==> src/rtl/imem_boot_loader.sv <==
// imem_boot_loader
//   Fills instruction memory from a framed byte stream and holds the CPU in
//   reset until a complete image with a matching XOR checksum has arrived.
//   Frame: SYNC_BYTE, LEN_HI, LEN_LO, 2*LEN data bytes (high byte first), CHK.
//
// Ports:
//   clk         system clock, rising edge
//   reset       asynchronous, active-high reset
//   rx_valid    byte source has a byte
//   rx_data     byte data
//   rx_ready    loader accepts a byte this cycle (registered)
//   imem_we     one-cycle write strobe per assembled word
//   imem_addr   byte address of the write ({word_index,1'b0})
//   imem_wdata  assembled 16-bit instruction word
//   cpu_reset   processor reset, high until a verified load completes
//   load_done   image loaded and checksum verified (sticky)
//   load_error  frame rejected (cleared by the next SYNC_BYTE)
//
// state    | meaning
// ---------+-----------------------------------------------------------
// SYNC     | hunting for SYNC_BYTE, other bytes discarded
// LEN_HI   | next byte is word count [15:8]
// LEN_LO   | next byte is word count [7:0], length checked here
// DATA_HI  | next byte is the high half of a word
// DATA_LO  | next byte is the low half, completes a word write
// CHECK    | next byte is the XOR checksum of all data bytes
// DONE     | image verified, CPU released, stream closed
// ERROR    | frame rejected, draining until a new SYNC_BYTE

module imem_boot_loader #(
  parameter int unsigned ADDR_W    = 8,
  parameter logic [7:0]  SYNC_BYTE = 8'hA5
) (
  input  logic        clk,
  input  logic        reset,
  input  logic        rx_valid,
  input  logic [7:0]  rx_data,
  output logic        rx_ready,
  output logic        imem_we,
  output logic [15:0] imem_addr,
  output logic [15:0] imem_wdata,
  output logic        cpu_reset,
  output logic        load_done,
  output logic        load_error
);

  localparam logic [2:0] S_SYNC    = 3'd0;
  localparam logic [2:0] S_LEN_HI  = 3'd1;
  localparam logic [2:0] S_LEN_LO  = 3'd2;
  localparam logic [2:0] S_DATA_HI = 3'd3;
  localparam logic [2:0] S_DATA_LO = 3'd4;
  localparam logic [2:0] S_CHECK   = 3'd5;
  localparam logic [2:0] S_DONE    = 3'd6;
  localparam logic [2:0] S_ERROR   = 3'd7;

  // 17 bits so that a full 2^16-word memory still compares correctly.
  localparam logic [16:0] MAX_WORDS = 17'(1) << ADDR_W;

  logic [2:0]        state;
  logic [15:0]       count;
  logic [ADDR_W-1:0] index;
  logic [7:0]        checksum;
  logic [7:0]        hi_byte;

  logic        accept;
  logic [15:0] len_next;
  logic [16:0] index_ext;
  logic [16:0] last_word;

  assign accept    = rx_valid & rx_ready;
  assign len_next  = {count[15:8], rx_data};
  assign index_ext = 17'(index);
  // Only used in DATA_LO, where count is known to be non-zero.
  assign last_word = {1'b0, count} - 17'd1;

  always_ff @(posedge clk or posedge reset) begin
    if (reset) begin
      state      <= S_SYNC;
      rx_ready   <= 1'b1;
      imem_we    <= 1'b0;
      imem_addr  <= 16'h0000;
      imem_wdata <= 16'h0000;
      cpu_reset  <= 1'b1;
      load_done  <= 1'b0;
      load_error <= 1'b0;
      count      <= 16'h0000;
      index      <= '0;
      checksum   <= 8'h00;
      hi_byte    <= 8'h00;
    end else begin
      imem_we <= 1'b0;
      if (accept) begin
        case (state)
          S_SYNC: begin
            if (rx_data == SYNC_BYTE) state <= S_LEN_HI;
          end
          S_LEN_HI: begin
            count[15:8] <= rx_data;
            state       <= S_LEN_LO;
          end
          S_LEN_LO: begin
            count[7:0] <= rx_data;
            if ({1'b0, len_next} > MAX_WORDS) begin
              state      <= S_ERROR;
              load_error <= 1'b1;
            end else if (len_next == 16'h0000) begin
              state <= S_CHECK;
            end else begin
              state <= S_DATA_HI;
            end
          end
          S_DATA_HI: begin
            hi_byte  <= rx_data;
            checksum <= checksum ^ rx_data;
            state    <= S_DATA_LO;
          end
          S_DATA_LO: begin
            checksum   <= checksum ^ rx_data;
            imem_we    <= 1'b1;
            imem_wdata <= {hi_byte, rx_data};
            imem_addr  <= 16'({index, 1'b0});
            index      <= index + 1'b1;
            state      <= (index_ext == last_word) ? S_CHECK : S_DATA_HI;
          end
          S_CHECK: begin
            if (rx_data == checksum) begin
              state     <= S_DONE;
              rx_ready  <= 1'b0;
              load_done <= 1'b1;
              cpu_reset <= 1'b0;
            end else begin
              state      <= S_ERROR;
              load_error <= 1'b1;
            end
          end
          S_ERROR: begin
            // Restart on a new frame; memory already written is left intact.
            if (rx_data == SYNC_BYTE) begin
              load_error <= 1'b0;
              count      <= 16'h0000;
              index      <= '0;
              checksum   <= 8'h00;
              state      <= S_LEN_HI;
            end
          end
          default: begin
            // DONE never accepts (rx_ready is low there).
            state <= state;
          end
        endcase
      end
    end
  end

endmodule
==> config.mk <==
export PLATFORM = sky130hd
export DESIGN_NAME = imem_boot_loader
export DESIGN_NICKNAME = d
export VERILOG_FILES = /design/src/rtl/imem_boot_loader.sv
export SDC_FILE = /design/constraint.sdc
export NUM_CORES = 1
export LEC_CHECK = 0
export CAP_MARGIN = 20
export CORE_MARGIN = 5
export CORE_UTILIZATION = 55
export DETAILED_ROUTE_END_ITERATION = 6
export GPL_ROUTABILITY_DRIVEN = 0
export PLACE_DENSITY_LB_ADDON = 0.1
export SLEW_MARGIN = 20
export SYNTH_ARGS = -nofsm -noshare
export SYNTH_HDL_FRONTEND = slang
export SYNTH_SLANG_ARGS = --single-unit
export TNS_END_PERCENT = 5
==> constraint.sdc <==
create_clock -name clk -period 6.09 [get_ports clk]
set_input_delay 1.218 -clock clk [delete_from_list [all_inputs] [get_ports clk]]
set_output_delay 1.218 -clock clk [all_outputs]
set_load 0.02 [all_outputs]
Yosys cells after proc, flatten, opt, wreduce, memory -nomap -nowiden
Cells that the tools add are included.
{"block": "op_classes", "addsub": 2, "n_lt_le_gt_ge": 1, "eq_ne": 13, "n_mux": 18, "bitwise": 2, "reduce_logical": 19}
{"operator": "$pmux 8 s2", "n": 4}
{"operator": "$pmux 3 s6", "n": 1}
{"operator": "$reduce_and 3->1", "n": 6}
{"operator": "$eq 8x17->1", "n": 1}
{"operator": "$sub 16x1->17 const B", "n": 1}
{"operator": "$gt 16x9->1 const B", "n": 1}
{"operator": "$logic_not 16->1", "n": 1}
{"operator": "$mux 16", "n": 1}
{"operator": "$mux 3", "n": 4}
{"operator": "$eq 3x3->1 const B", "n": 3}
{"operator": "$add 8x1->8 const B", "n": 1}
{"operator": "$eq 8x8->1", "n": 1}
{"operator": "$eq 8x8->1 const B", "n": 1}
{"operator": "$mux 8", "n": 1}
{"operator": "$reduce_bool 2->1", "n": 4}
{"operator": "$xor 8x8->8", "n": 1}
{"operator": "$eq 3x2->1 const B", "n": 2}
{"operator": "$mux 1", "n": 6}
{"operator": "$ne 2x2->1 const B", "n": 3}
{"operator": "$reduce_bool 6->1", "n": 1}
{"operator": "$reduce_and 5->1", "n": 1}
{"operator": "$reduce_and 2->1", "n": 2}
{"operator": "$reduce_or 2->1", "n": 2}
{"operator": "$eq 3x1->1 const B", "n": 1}
{"operator": "other kinds (5)", "n": 5}
{"block": "totals", "reg_bits": 71, "in_bits": 11, "output_inout_bits": 37}

Logic depth before layout (Yosys ltp)
{"block": "logic_depth", "word_depth": 4, "depth_mapped": 8, "ltp_nobuf": 8}

Worst setup path after synthesis
No wires, ideal clock.
{"block": "synth_path", "path_kind": "input to register", "startpoint": "input rx_data[3]", "endpoint": "register count[0]", "setup_ns": 0.074, "arrival_ns": 2.813, "slack_ns": 3.203, "path_stages": 8, "path_cell_list": "buf_2 or4_4 or2_1 o21ai_2 o2111a_4 buf_8 nand3_2 o21ai_2"}
{"block": "synth_between", "elab_chain_len": 3}
{"element": "from (decl)", "line": "37", "source": "input logic [7:0] rx_data,"}
{"element": "$eq 8x8->1", "line": "138", "source": "if (rx_data == SYNC_BYTE) begin"}
{"element": "$ne 2x2->1 (no source line)"}
{"element": "$reduce_and 3->1 (no source line)"}
{"element": "to (signal assigned)", "line": "102", "source": "count[7:0] <= rx_data;"}
{"element": "to (decl)", "line": "60", "source": "logic [15:0] count;"}
No other way between the ends.
A chain may end at the register's enable or synchronous reset.

Worst setup path after layout
{"block": "layout_path", "startpoint": "input rx_data[3]", "endpoint": "register count[4]"}
Same word-level chain as after synthesis.

==> summary.txt <==
Clock network
  • Clk_lat worst skew: 0.34 ns
  • Clock-pin slew on the worst setup and hold paths: 0.07 ns
  • Sink Count: 71
  • Htree depth: 3
  • Post-cts hold buffer count: 0
  • CTS tree: yes
  • Clock tree buffer depth: 2
  • CTS root buf: clkbuf_8
  • Post-CTS Setup Inserts: 0
  • Clock buffer count from CTS: 9
  • Post_cts resized: 0

Route
  • Initial DRT Pass Iterations: 4
  • Drt initial violations: 250
  • Residual DRC: 0
  • Post-DRT Antenna Nets: 0
  • DR vias/cell: 5.71
  • WL final: 8050 um
  • Drt wl/cell: 16.6 um
  • Vias after detailed routing: 2766

STA
  • Fin. Hold Viols: 0
  • Final period util: 53.8%
  • Final Skew: 0.00452 ns
  • FMAX: 305 MHz
  • Max_slew headroom: 42.8%
  • Worst slew pin tran: 0.853 ns
  • RSZ-0062 raised after global routing: no
  • Setup TNS: 0 ns
  • Final critical-path required period: 3.27 ns
  • Final setup viols: 0
  • Pins Over Slew Limit: 0

Power
  • Sw Pwr: 0.192 mW
  • Comb power frac: 4.2%
  • P per Cell Area: 204 nW/um2
  • Switching Share: 22.0%
  • Seq pwr share: 54.1%
  • Peak supply drop: 0.228 mV
  • Internal Pwr Total: 0.680 mW
  • Clock power frac: 41.8%
  • Lkg Pwr: 1.93 nW

Setup path
  • Crit-path slowest cell: or4_4
  • R2r startpoint: count[0]
  • CP startpoint: rx_data[3]
  • Critical path peak fanout: 16
  • Worst-path cell chain: clkdlybuf4s50_1 -> or4_4 -> or2_1 -> o21ai_2 -> o2111a_4 -> nand3_1 -> o21ai_0
  • Crit end category: flip-flop
  • Required @ worst endpoint: 6.35 ns
  • CP max stage delay: 0.63 ns
  • Crit path max-delay family: simple AND/OR/NAND/NOR gates
  • Critical path buffers and inverters: 1
  • Critical path startpoint category: primary input
  • Crit Path Category: primary input to flip-flop
  • Worst path arrival time: 3.53 ns

Die
  • Die width: 92.6 um
  • Die Height: 92.6 um
  • # IOs: 48
  • Die Area: 8580 um2
  • Row count: 30
  • Area of the core: 6720 um2
  • Initial core utilization: 55.9%

Logic synthesis
  • Ys async rst share: 100%
  • Most common cell in the netlist: dfrtp_1
  • Synth cell count leaders: dfrtp_1 (70), o21ai_0 (40), mux2_2 (31)
  • Syn Area/Cell: 10.1 um2
  • Register bit count reported by yosys: 71
  • Synth area leader: dfrtp_1
  • Mapped cell area: 3760 um2
  • Synth unique cells: 58
  • Synthesis Warnings: 0
  • Number of flops mapped to enable cells by yosys: 0
  • Sequential share of the synthesized area: 47.3%
  • Prevailing post-synth register cell: dfrtp_1
  • Cells after Synth: 373
  • Synth area leaders: dfrtp_1 (47%), mux2_2 (9.3%), o21ai_0 (5.3%)
  • Post-synth top area share: 46.6%

Finish
  • Fill cells: 566
  • Layout cells sized above 1: 15.6%
  • Non-Filler Instances: 484
  • Area grow syn2layout: 13.8%
  • Final instance area: 4270 um2
  • Antenna diodes: 0
  • Total Nets Final: 412

GRT
  • First-pass GRT wire length: 13700 um
  • Initial antenna violation count: 0
  • Number of global-route vias before repair: 2829
  • Pin count of the biggest net entering global routing: 45
  • Grt total ovfl: 0
  • Tot GR Track Use: 20.6%

Placement
  • Inst Count DP: 468
  • Detailed placement HPWL: 5630 um
  • # port buffers: 39
  • DP Area: 4080 um2

Hold path
  • Tightest Hold Check Type: flip-flop to flip-flop
  • Critical hold path startpoint: load_done

Run
  • Max Cap Viol: 0

Status
  • Outcome: completed
kinds of logic after synthesis:
kind of cell    count (synthesis)  share of synthesized area, %
xor+xnor                       24                          5.60
flops                          71                          47.3
simple gates                  123                          17.6
mux                            32                          9.56
other cells                     1                        0.0998
fa+ha+maj                       2                         0.666
buf+inv                        44                          6.53
compound gates                 76                          12.6
power by group through the flow:
| stage | Combinational, mW | Sequential [mW] | Clock [mW] |
|---|---|---|---|
| finish | 0.0363 | 0.471 | 0.364 |
| global route | 0.0408 | 0.471 | 0.394 |
| CTS | 0.0369 | 0.471 | 0.371 |
| detailed placement | 0.0368 | 0.480 | 0 |
| global placement | 0.0366 | 0.480 | 0 |
| floorplan | 0.0282 | 0.480 | 0 |
path summary, 6_finish.rpt:
kind,endpoint,slack [ns],depth (start not counted)
hold / removal,load_done,0.48,1
hold reg to reg,load_done,0.48,1
setup / recovery,count[4],2.82,7
max in group asynchronous,imem_addr[3],3.87,3
setup reg to reg,state[1],3.19,8
min in group asynchronous,hi_byte[4],1.25,2
metal layers:
layer	track usage, %	routed length [um]	up-vias
met3	3.98	437	13
met4	9.16	160	0
met2	33.4	3910	65
met5	0	0	-
met1	26.9	3550	1350
li1	-	-	1338
placed cells by master (no fill, tap or decap), drive strengths merged, types with 2 or more instances in the layout:
| cell type | count |
|---|---|
| nor4 | 4 |
| and3 | 5 |
| a31oi | 3 |
| nand3b | 3 |
| ha | 2 |
| or2 | 2 |
| and2 | 4 |
| o211ai | 2 |
| o21ai | 45 |
| mux2 | 31 |
| clkbuf | 12 |
| clkdlybuf4s50 | 39 |
| o22ai | 2 |
| nand2b | 11 |
| nor3 | 6 |
| xnor2 | 16 |
| nand2 | 28 |
| nor3b | 2 |
| nand4 | 8 |
| nor2 | 31 |
| o31ai | 2 |
| a21oi | 11 |
| conb | 8 |
| inv | 12 |
| xor2 | 8 |
| dfrtp | 70 |
| nand3 | 14 |
| clkinv | 3 |
final cells by class:
cell class	count	area (um2)	area share (%)
tap	80	100	2.34
multi-input combinational	265	1760	41.2
clock inverter	4	45.0	1.05
clock buffer	12	145	3.40
inverter	12	45.0	1.05
timing repair buffer	40	398	9.31
sequential	71	1780	41.6
sequential cells by signal (all words and copies together), names as in the netlist:
register / count
load_error: 1
state: 3
load_done: 1
cpu_reset: 1
checksum: 8
imem_wdata: 16
index: 8
imem_we: 1
imem_addr: 8
count: 16
hi_byte: 8
through the flow:
step                      setup slack [ns]  total power, mW  hold slack (ns)  utilization (%)
after floorplan                       3.08            0.509            0.451                -
after global placement                2.46            0.517            0.451             60.7
after detailed placement              2.45            0.517            0.457             60.7
after CTS                             2.81            0.880            0.478             63.6
after global routing                  2.65            0.906            0.520             63.6
final                                 2.82            0.872            0.476             63.6
worst reg2reg max path, stage by stage, from the launching register on:
cell and delay, ns:
dfrtp_1 0.45, inv_1 0.13, ha_1 0.30, nor3b_1 0.61, and3_1 0.26, o22ai_1 0.06, a2111oi_0 0.51, and4b_1 0.35
a31oi_1 0.10
(Power assumes the default switching activity.)
